**src/rtl/bnn_load_ctrl.sv**
```systemverilog
// Nibble-serial loader for NUM_NEURONS weight/threshold slots: W_LO, W_HI, THR nibbles then a one-cycle write.
// Define BNN_LOAD_PARITY_EN to add a fourth XOR check nibble per neuron (CHK state).
module bnn_load_ctrl #(
  parameter int NUM_NEURONS = 8,
  parameter int TIMEOUT     = 255,
  localparam int AW = (NUM_NEURONS > 1) ? $clog2(NUM_NEURONS) : 1
) (
  input  logic          clk,
  input  logic          rst_n,
  input  logic          start,
  input  logic          nib_valid,
  input  logic [3:0]    nib_data,
  output logic          nib_ready,
  output logic          wr_en,
  output logic [AW-1:0] wr_addr,
  output logic [7:0]    wr_weight,
  output logic [3:0]    wr_thresh,
  output logic          busy,
  output logic          done,
  output logic          err,
  output logic          infer_en
);

  localparam int TW = (TIMEOUT > 1) ? $clog2(TIMEOUT + 1) : 1;
  localparam logic [AW-1:0] LAST_IDX = AW'(NUM_NEURONS - 1);
  localparam logic [TW-1:0] IDLE_LIM = TW'(TIMEOUT - 1);

  typedef enum logic [2:0] {
    IDLE,
    W_LO,
    W_HI,
    THR,
`ifdef BNN_LOAD_PARITY_EN
    CHK,
`endif
    WRITE,
    DONE,
    ERR
  } state_t;

  state_t        state, state_d;
  logic [AW-1:0] idx;
  logic [TW-1:0] idle_cnt;
  logic [7:0]    w_asm;
  logic [3:0]    thr_src;
  logic          xfer, starved, start_acc, ld_out;

`ifdef BNN_LOAD_PARITY_EN
  logic [3:0] th_asm;
  logic       chk_ok;
  assign chk_ok  = (nib_data == (w_asm[3:0] ^ w_asm[7:4] ^ th_asm));
  assign thr_src = th_asm;
`else
  assign thr_src = nib_data;
`endif

  assign xfer    = nib_valid & nib_ready;
  // the counter is about to reach TIMEOUT on this idle cycle
  assign starved = ~nib_valid & (idle_cnt == IDLE_LIM);

  assign wr_en    = (state == WRITE);
  assign wr_addr  = idx;
  assign done     = (state == DONE);
  assign err      = (state == ERR);
  assign infer_en = (state == DONE);

  always_comb begin
    state_d   = state;
    nib_ready = 1'b0;
    busy      = 1'b0;
    start_acc = 1'b0;
    ld_out    = 1'b0;
    case (state)
      IDLE, DONE, ERR: begin
        if (start) begin
          state_d   = W_LO;
          start_acc = 1'b1;
        end
      end
      W_LO: begin
        nib_ready = 1'b1;
        busy      = 1'b1;
        if (nib_valid)    state_d = W_HI;
        else if (starved) state_d = ERR;
      end
      W_HI: begin
        nib_ready = 1'b1;
        busy      = 1'b1;
        if (nib_valid)    state_d = THR;
        else if (starved) state_d = ERR;
      end
      THR: begin
        nib_ready = 1'b1;
        busy      = 1'b1;
`ifdef BNN_LOAD_PARITY_EN
        if (nib_valid)    state_d = CHK;
        else if (starved) state_d = ERR;
`else
        if (nib_valid) begin
          state_d = WRITE;
          ld_out  = 1'b1;
        end else if (starved) begin
          state_d = ERR;
        end
`endif
      end
`ifdef BNN_LOAD_PARITY_EN
      CHK: begin
        nib_ready = 1'b1;
        busy      = 1'b1;
        if (nib_valid) begin
          state_d = chk_ok ? WRITE : ERR;
          ld_out  = chk_ok;
        end else if (starved) begin
          state_d = ERR;
        end
      end
`endif
      WRITE: begin
        busy    = 1'b1;
        state_d = (idx == LAST_IDX) ? DONE : W_LO;
      end
      default: state_d = IDLE;
    endcase
  end

  always_ff @(posedge clk or negedge rst_n) begin
    if (!rst_n) begin
      state     <= IDLE;
      idx       <= '0;
      idle_cnt  <= '0;
      w_asm     <= '0;
      wr_weight <= '0;
      wr_thresh <= '0;
`ifdef BNN_LOAD_PARITY_EN
      th_asm    <= '0;
`endif
    end else begin
      state <= state_d;
      if (start_acc)
        idx <= '0;
      else if (state == WRITE && idx != LAST_IDX)
        idx <= idx + AW'(1);
      if (start_acc || xfer || !nib_ready)
        idle_cnt <= '0;
      else
        idle_cnt <= idle_cnt + TW'(1);
      if (xfer && state == W_LO) w_asm[3:0] <= nib_data;
      if (xfer && state == W_HI) w_asm[7:4] <= nib_data;
`ifdef BNN_LOAD_PARITY_EN
      if (xfer && state == THR) th_asm <= nib_data;
`endif
      // output registers only change when a complete neuron is committed
      if (ld_out) begin
        wr_weight <= w_asm;
        wr_thresh <= thr_src;
      end
    end
  end

endmodule

```
**config.mk**
```make
export PLATFORM = sky130hd
export DESIGN_NAME = bnn_load_ctrl
export DESIGN_NICKNAME = d
export VERILOG_FILES = /design/src/rtl/bnn_load_ctrl.sv
export SDC_FILE = /design/constraint.sdc
export NUM_CORES = 1
export LEC_CHECK = 0
export CELL_PAD_IN_SITES_DETAIL_PLACEMENT = 0
export CELL_PAD_IN_SITES_GLOBAL_PLACEMENT = 1
export CORE_ASPECT_RATIO = 1.1
export CORE_UTILIZATION = 41
export DETAILED_ROUTE_END_ITERATION = 12
export GPL_TIMING_DRIVEN = 0
export PLACE_DENSITY_LB_ADDON = 0.1
export REMOVE_ABC_BUFFERS = 1
export SLEW_MARGIN = 0
export SYNTH_ARGS = -nofsm -noshare
export SYNTH_HDL_FRONTEND = slang
export SYNTH_SLANG_ARGS = --single-unit
export TNS_END_PERCENT = 10
```
**constraint.sdc**
```tcl
create_clock -name clk -period 2.04 [get_ports clk]
set_clock_uncertainty 0.05 [all_clocks]
set_input_delay 0.306 -clock clk [delete_from_list [all_inputs] [get_ports clk]]
set_output_delay 0.306 -clock clk [all_outputs]
set_load 0.01 [all_outputs]
```
==> results of run 1 <==
-- per-stage QoR --
step / hold WS [ps] / setup TNS [ps] / total power [mW]
global placement: 436 / -3040 / 2.30
floorplan: -39.6 / 0 / 1.81
finish: 40.0 / 0 / 2.96
detailed placement: 367 / -1460 / 2.34
CTS: 59.8 / -20.6 / 2.85
global route: 90.3 / 0 / 3.16
-- kinds of logic after synthesis --
logic type,count (synthesis),synth area share [%]
AOI/OAI and AO/OA,23,9.36
xor gates and xnor gates,6,3.28
adders and majority gates,4,3.12
buffers and inverters,13,3.82
DFF,34,53.0
muxes,22,15.3
and+or+nand+nor,31,12.1
-- layout make-up --
type	instances	area, um2
Fill cell	355	1590
Sequential cell	34	857
Multi-Input combinational cell	86	699
Timing Repair Buffer	41	373
Clock buffer	6	72.6
Tap cell	50	62.6
Inverter	5	18.8
Clock inverter	1	7.51
-- state kept, by name, summed over array words and instances (netlist names) --
name / cells
wr_weight: 8
wr_thresh: 4
idle_cnt: 8
w_asm: 8
wr_addr: 3
state: 3
-- placed cells by master (no fill, tap or decap), types with 5 or more instances in the layout --
cell type and n:
dfrtp_1 31, clkdlybuf4s50_1 26, mux2_2 20, buf_4 12, nor2_1 8, a21oi_1 7, nand3_1 5, clkbuf_8 5
-- worst min path at each step --
stage / startpoint / end / slack [ps] / cells past startpoint
6_report: rst_n / state[2]$_DFFE_PN0P_ / 40 / 1
5_1_grt: rst_n / idle_cnt[7]$_DFF_PN0_ / 90 / 1
4_1_cts: rst_n / idle_cnt[7]$_DFF_PN0_ / 60 / 1
3_5_place_dp: rst_n / state[2]$_DFFE_PN0P_ / 370 / 1
3_3_place_gp: w_asm[5]$_DFFE_PN0P_ / w_asm[5]$_DFFE_PN0P_ / 440 / 1
2_1_floorplan: rst_n / idle_cnt[0]$_DFF_PN0_ / -40 / 0
-- routing by layer --
metal | vias to the layer above | GRT usage (%)
met1 | 558 | 18.9
met3 | 5 | 4.79
met5 | - | 0
met2 | 18 | 25.5
met4 | 0 | 7.50
li1 | 554 | -
-- timing repair --
action                                 CTS  global route
setup endpoints to repair               18             4
setup buffers                            3            10
gates resized for setup                  4             3
endpoints found under the hold margin    0             0
-- power by group through the flow --
stage	clock, mW	combinational [mW]	sequential (mW)
CTS	0.478	1.20	1.18
floorplan	0	0.595	1.22
detailed placement	0	1.13	1.20
finish	0.455	1.36	1.15
global route	0.501	1.48	1.18
global placement	0	1.11	1.19
==> reports/summary.txt, run 1 <==
status = completed
Yosys top cell by area = dfrtp_1
RSZ-0062 raised after global routing = no
routed wl met3 = 94 um
R2R setup slack = 180 ps
worst rel slew slack = 50.7%
placement row count = 23
sequential cell area fraction in the yosys report = 53.0%
R2R Path Start = state[0]$_DFFE_PN0P_
Async SR Flop Fraction = 100%
synthesis-to-finish area growth = 30.3%
Power Dens Cells = 1420 mW/mm2
critical path type = flip-flop to primary output
pre-CTS setup slack = -125 ps
IO Port Bufs = 28
CP max stage delay = 540 ps
DR vias = 1,135
CTS Root Cell = clkbuf_8
Sw Share = 32.7%
Die Span Y = 67.6 um
syn_area_per_cell = 12.1 um2
Comb pwr share = 45.8%
Post-DRT Antenna Nets = 0
FF+latch count, synth = 34
final weighted congestion in routability-driven placement = 0.733
H-tree levels = 2
largest cells by area after synthesis = dfrtp_1, mux2_2, ha_1
final wirelength = 3020 um
final std cells w/o fill = 223
routed wl met2 = 1540 um
final hold violations = 0
TritonCTS clock tree = yes
CP Cell Sequence = and3b_1 > clkdlybuf4s50_1
kind of cell adding the most delay to the critical path = flip-flops
clock latency on the worst-skew pair = 280 ps
Design Area, Final = 0.00209 mm2
worst reg-to-reg path cell count = 3
worst setup path end = done
Clk pwr share = 15.4%
Die Wd = 61.6 um
worst reg2reg path endpoint = wr_thresh[1]$_DFFE_PN0P_
Setup crit start kind = flip-flop
Max Cap Viol = 0
most common cell in the netlist = dfrtp_1
setup violators final = 0
Num CTS Buffers = 5
crit path max-delay cell type = dfrtp_4
diode count = 0
Cell variety after synth = 36
layout cells sized above 1 = 27.2%
DRT iter0 DRCs = 46
Die ar. = 0.00417 mm2
most used flip-flop cell after synthesis = dfrtp_1
routed vias/inst = 5.09
Synth Instances = 133
Pint = 1.99 mW
CTS Sinks = 34
WL/cell = 13.5 um
Worst Slack Setup Final = 56.8 ps
largest fanout on the critical path = 9
Req. time, crit path = 1680 ps
Max VDD drop = 0.000579 V
crit end category = primary output
Final nets = 185
clk slew on worst S/H paths = 60 ps
worst hold path class = input port to async pin
I/O pin cnt = 29
minimum clock period = 1980 ps
DR top layer = met4
period utilisation layout = 97.2%
Ys Warns = 0
critical path depth = 2
Yosys top cell area share = 53.0%
synthesized cell area = 0.00160 mm2
Fmax achieved = 504 MHz
Max clock buf depth = 2
CP Buf/Inv Count = 1
Reg power frac = 38.8%
vias in the first global route = 1,031
met1 wire length = 1330 um
Post-synth EDFFs = 0
drc violations = 0
Placed Instances = 203
LEAKAGE = 0.889 nW
Switch Pwr = 968 uW
Worst Setup SP = state[1]$_DFFE_PN0P_
total gr overflow = 0
Post-DP HPWL = 2030 um
pin count of the biggest net entering global routing = 35
CP arrival = 1630 ps
Worst-Margin Slew = 740 ps
placed cell area = 0.00190 mm2
post-layout util = 56.8%
GRT Overall Usage = 15.8%
Final Max Tran Viols = 0
first-pass GRT wire length = 4590 um
hold buffers post-CTS = 0
Initial Util = 43.5%
Commonest cells post-synth = dfrtp_1, mux2_2, nor2_1, a21oi_1, nand3_1
Core ar. = 0.00368 mm2
initial antenna violation count = 0
1st-pass router iterations = 2
(Power assumes the default switching activity.)
==> inputs of run 2 (changes only) <==
- HOLD_SLACK_MARGIN: default -> 0.02
- PLACE_DENSITY: default -> 0.9
- PLACE_DENSITY_LB_ADDON: 0.1 -> default
==> reports/summary.txt, run 2 (synthesis gave the netlist of run 1 again) <==
placed cell area = 0.00190 mm2 (unchanged)
Switch Pwr = 1.00 mW (+3.4%)
final std cells w/o fill = 219 (-1.8%)
Die Wd = 61.6 um (unchanged)
total power = 3.05 mW (+3.0%)
pin count of the biggest net entering global routing = 35 (unchanged)
WL/cell = 14.9 um (+9.8%)
worst hold path class = input port to async pin
clk slew on worst S/H paths = 70 ps (about the same)
Max VDD drop = 0.000847 V (+46%)
first-pass GRT wire length = 5330 um (+16%)
largest fanout on the critical path = 11 (+2)
GRT Overall Usage = 17.8% (+2.0 points)
routed vias/inst = 5.39 (+6.0%)
Setup crit start kind = flip-flop
drc violations = 0 (unchanged)
minimum clock period = 2010 ps (+22.3 ps)
Clk pwr share = 19.0% (+3.6 points)
Comb pwr share = 43.3% (-2.5 points)
total gr overflow = 0 (unchanged)
initial antenna violation count = 0 (unchanged)
Num CTS Buffers = 5 (unchanged)
CTS Sinks = 34 (unchanged)
diode count = 0 (unchanged)
Pint = 2.05 mW (+2.7%)
most frequent cells in the layout = dfrtp_1, clkdlybuf4s50_1, mux2_2
CTS Root Cell = clkbuf_8
Initial Util = 43.5% (unchanged)
final hold violations = 0 (unchanged)
CP arrival = 1650 ps (+20 ps)
H-tree levels = 2 (unchanged)
Fillers = 317 (-11%)
placement row count = 23 (unchanged)
Req. time, crit path = 1680 ps (about the same)
final weighted congestion in routability-driven placement = 0.710 (-3.1%)
Worst-Margin Slew = 749 ps (+9.19 ps)
Max Cap Viol = 0 (unchanged)
final wirelength = 3260 um (+7.9%)
Placed Instances = 203 (unchanged)
status = completed
Final Max Tran Viols = 0 (unchanged)
layout cells sized above 1 = 26.0% (-1.1 points)
1st-pass router iterations = 4 (+2)
worst rel slew slack = 50.0% (-0.61 points)
critical path type = flip-flop to primary output
Die ar. = 0.00417 mm2 (unchanged)
DR vias = 1,181 (+4.1%)
clock latency on the worst-skew pair = 280 ps (about the same)
Post-DRT Antenna Nets = 0 (unchanged)
Design Area, Final = 0.00208 mm2 (-0.48%)
vias in the first global route = 1,199 (+16%)
IO Port Bufs = 28 (unchanged)
worst reg-to-reg path cell count = 3 (unchanged)
DRT iter0 DRCs = 35 (-24%)
period utilisation layout = 98.3% (+1.1 points)
Fmax achieved = 499 MHz (-1.1%)
post-layout util = 56.5% (-0.27 points)
LEAKAGE = 0.885 nW (-0.54%)
setup violators final = 0 (unchanged)
Top Registers = idle_cnt (8), w_asm (8), wr_weight (8)
Die Span Y = 67.6 um (unchanged)
Reg power frac = 37.7% (-1.1 points)
Worst Slack Setup Final = 34.5 ps (-22.3 ps)
crit end category = primary output
Final nets = 180 (-2.7%)
Core ar. = 0.00368 mm2 (unchanged)
Max clock buf depth = 2 (unchanged)
TritonCTS clock tree = yes
pre-CTS setup slack = -104 ps (+21.5 ps)
R2R setup slack = 210 ps (+30 ps)
Post-DP HPWL = 2180 um (+7.4%)
Power Dens Cells = 1470 mW/mm2 (+3.4%)
I/O pin cnt = 29 (unchanged)
synthesis-to-finish area growth = 29.7%
commonest non-fill, non-tap cell in the layout = dfrtp_1
Sw Share = 32.8% (+0.15 points)
-- run 2: power by group through the flow --
stage / registers, mW / clock network [mW] / logic [mW]
2_1_floorplan: 1.22 / 0 / 0.595
3_3_place_gp: 1.19 / 0 / 1.10
3_5_place_dp: 1.21 / 0 / 1.14
4_1_cts: 1.19 / 0.588 / 1.21
5_1_grt: 1.19 / 0.612 / 1.42
6_report: 1.15 / 0.579 / 1.32
-- run 2: layer usage --
metal,vias up,track usage (%),share of wire (%)
met3,6,6.32,6.6
met4,0,8.33,1.8
met5,-,0,0
met1,583,20.9,41
li1,544,-,-
met2,48,28.6,51
-- run 2: path summary, 6_finish.rpt --
kind	startpoint	to
worst min register to register	w_asm[5]$_DFFE_PN0P_	wr_weight[5]$_DFFE_PN0P_
worst max-delay path	state[1]$_DFFE_PN0P_	done
worst max register to register	state[0]$_DFFE_PN0P_	wr_thresh[0]$_DFFE_PN0P_
worst min-delay path	rst_n	wr_addr[2]$_DFFE_PN0P_
min in group clk	w_asm[5]$_DFFE_PN0P_	wr_weight[5]$_DFFE_PN0P_
max in group asynchronous	rst_n	state[1]$_DFFE_PN0P_
-- run 2: critical path: stages (launching register included) --
cell             delay [ps]
dfrtp_4                 540
and3b_1                 280
clkdlybuf4s50_1         550
-- run 2: layout make-up --
class | count | area [um2] | area share [%]
Sequential cell | 34 | 857 | 41.2
Multi-Input combinational cell | 86 | 694 | 33.4
Timing Repair Buffer | 36 | 338 | 16.2
Clock buffer | 8 | 110 | 5.29
Tap cell | 50 | 62.6 | 3.01
Inverter | 5 | 18.8 | 0.902
-- run 2: timing repair --
item                       CTS  global route
pin swaps                    0             0
setup endpoints to repair   18             6
hold buffers                 0             0
resized for setup            4             2
setup buffers                3             5
-- run 2: per-stage QoR --
| step | hold WS (ps) | TNS [ps] |
|---|---|---|
| floorplan | -39.6 | 0 |
| global placement | 436 | -432 |
| detailed placement | 362 | -1070 |
| CTS | 55.3 | -37.9 |
| global route | 100 | -7.99 |
| finish | 34.3 | 0 |
==> inputs of run 3 (changes only) <==
- CORE_UTILIZATION: 41 -> 37
- PLACE_DENSITY: 0.9 -> 0.87
- clock period: 2.04 -> 1.8 ns (I/O delays scaled with it)
==> reports/summary.txt, run 3 (synthesis gave the netlist of run 1 again) <==
Worst Setup SP = state[1]$_DFFE_PN0P_
worst reg-to-reg path cell count = 5 (+2)
Die Span Y = 71.1 um (+5.1%)
GRT Overall Usage = 16.0% (-1.8 points)
minimum clock period = 1700 ps
status = completed
crit path max-delay cell type = dfrtp_4
pin count of the biggest net entering global routing = 35 (unchanged)
R2R setup slack = 130 ps (-80 ps)
I/O pin cnt = 29 (unchanged)
DR vias = 1,156 (-2.1%)
Post-DRT Antenna Nets = 0 (unchanged)
final hold violations = 0 (unchanged)
Final nets = 183 (+1.7%)
Min-Delay Startpoint = wr_weight[5]$_DFFE_PN0P_
Max VDD drop = 0.000859 V (+1.4%)
total gr overflow = 0 (unchanged)
Initial Util = 39.6% (-4.0 points)
Power Dens Cells = 1650 mW/mm2 (+13%)
CTS Root Cell = clkbuf_8
initial antenna violation count = 0 (unchanged)
WL/cell = 14.3 um (-3.6%)
Max clock buf depth = 2 (unchanged)
Placed Instances = 205 (+0.99%)
final std cells w/o fill = 224 (+2.3%)
RSZ-0062 raised after global routing = no
IO Port Bufs = 28 (unchanged)
Worst-Margin Slew = 731 ps (-18.8 ps)
Post-DP HPWL = 2130 um (-2.3%)
CP arrival = 1380 ps (-270 ps)
synthesis-to-finish area growth = 30.9%
first-pass GRT wire length = 5590 um (+4.9%)
largest fanout on the critical path = 7 (-4)
DRT iter0 DRCs = 11 (-69%)
worst hold path class = flip-flop to flip-flop
TritonCTS clock tree = yes
CTS Sinks = 34 (unchanged)
commonest non-fill, non-tap cell in the layout = dfrtp_1
Core ar. = 0.00405 mm2 (+10%)
Setup crit start kind = flip-flop
clock latency on the worst-skew pair = 290 ps (about the same)
1st-pass router iterations = 4 (unchanged)
Final Max Tran Viols = 0 (unchanged)
setup violators final = 0 (unchanged)
Top Registers = idle_cnt (8), w_asm (8), wr_weight (8)
diode count = 0 (unchanged)
crit end category = primary output
CP max stage delay = 520 ps (-30 ps)
placement row count = 24 (+4.3%)
Req. time, crit path = 1480 ps (-200 ps)
Worst Hold End = wr_weight[5]$_DFFE_PN0P_
clk slew on worst S/H paths = 70 ps (about the same)
worst rel slew slack = 51.3% (+1.3 points)
WHS Path Cells = 1
CP Cell Sequence = buf_4 > and3_1 > dlygate4sd2_1
Num CTS Buffers = 5 (unchanged)
R2R Path Start = wr_addr[0]$_DFFE_PN0P_
routed vias/inst = 5.16 (-4.3%)
drc violations = 0 (unchanged)
total power = 3.46 mW (+14%)
vias in the first global route = 1,209 (+0.83%)
Die ar. = 0.00460 mm2 (+10%)
final wirelength = 3210 um (-1.4%)
H-tree levels = 2 (unchanged)
Die Wd = 64.8 um (+5.1%)
worst reg2reg path endpoint = wr_addr[2]$_DFFE_PN0P_
final weighted congestion in routability-driven placement = 0.772 (+8.7%)
layout cells sized above 1 = 27.3% (+1.3 points)
period utilisation layout = 94.6%
Fmax achieved = 587 MHz
most frequent cells in the layout = dfrtp_1, clkdlybuf4s50_1, mux2_2
LEAKAGE = 0.917 nW (+3.7%)
Max Cap Viol = 0 (unchanged)
critical path type = flip-flop to primary output
run 3: cell types whose count changed in the layout (fill, tap and decap cells not counted):
cell and change:
buf_4 +2, bufinv_16 +1, clkbuf_8 -3, clkdlybuf4s50_1 -6
clkinv_2 +2, dlygate4sd2_1 +7, dlygate4sd3_1 +1, dlymetal6s2s_1 -1
inv_1 -1, inv_2 +1, mux2_2 -1, mux2_4 +1
run 3: report_power, final:
part           total, mW  internal [mW]  switching (mW)
Combinational       1.50          0.855           0.643
Clock              0.677          0.407           0.270
Sequential          1.29           1.07           0.218
run 3: worst max-delay path, delay by kind of cell (launching register included):
kind | cells | cell delay (ps)
buffers and inverters | 2 | 430
DFF | 1 | 520
and+or+nand+nor | 1 | 150
run 3: repair_timing:
action	in CTS	in global routing
hold buffers	1	0
buffers inserted	8	2
endpoints found under the setup margin	26	12
gates resized for setup	14	0
hold endpoints to repair	26	0
pin swaps	1	0
run 3: metrics by stage:
| step | hold WS [ps] | TNS (ps) | setup WS (ps) | instance area [um2] | util (%) |
|---|---|---|---|---|---|
| 2_1_floorplan | -75.6 | 0 | 79.0 | 1560 | - |
| 3_3_place_gp | 438 | -11750 | -292 | 1910 | 47.0 |
| 3_5_place_dp | 331 | -5550 | -342 | 1900 | 46.9 |
| 4_1_cts | 462 | -2.09 | -2.09 | 2080 | 51.4 |
| 5_1_grt | 474 | 0 | 30.7 | 2100 | 51.8 |
| 6_report | 456 | 0 | 97.0 | 2100 | 51.8 |
run 3: routing by layer:
layer	vias up	share of wire (%)	wire length [um]	GRT usage [%]
met3	7	4.5	143	5.16
met4	0	1.8	58	6.67
met5	-	0	0	0
met1	574	40	1290	17.1
li1	553	-	-	-
met2	22	53	1720	28.5
run 3: worst max-delay path by stage:
stage / depth (start not counted) / slack (ps) / end
after floorplan: 2 / 80 / wr_thresh[0]$_DFFE_PN0P_
after global placement: 3 / -290 / wr_weight[5]$_DFFE_PN0P_
after detailed placement: 3 / -340 / wr_thresh[3]$_DFFE_PN0P_
after CTS: 3 / -2 / wr_weight[0]$_DFFE_PN0P_
after global routing: 3 / 30 / busy
final: 3 / 100 / err
run 3: final cells by class:
type / instances / area (um2)
fillers: 361 / 1950
flip-flops and latches: 34 / 857
multi-input cells: 86 / 698
repair buffers: 39 / 352
clock buffers: 5 / 68.8
well taps: 52 / 65.1
clock inverters: 3 / 40.0
inverters: 5 / 18.8
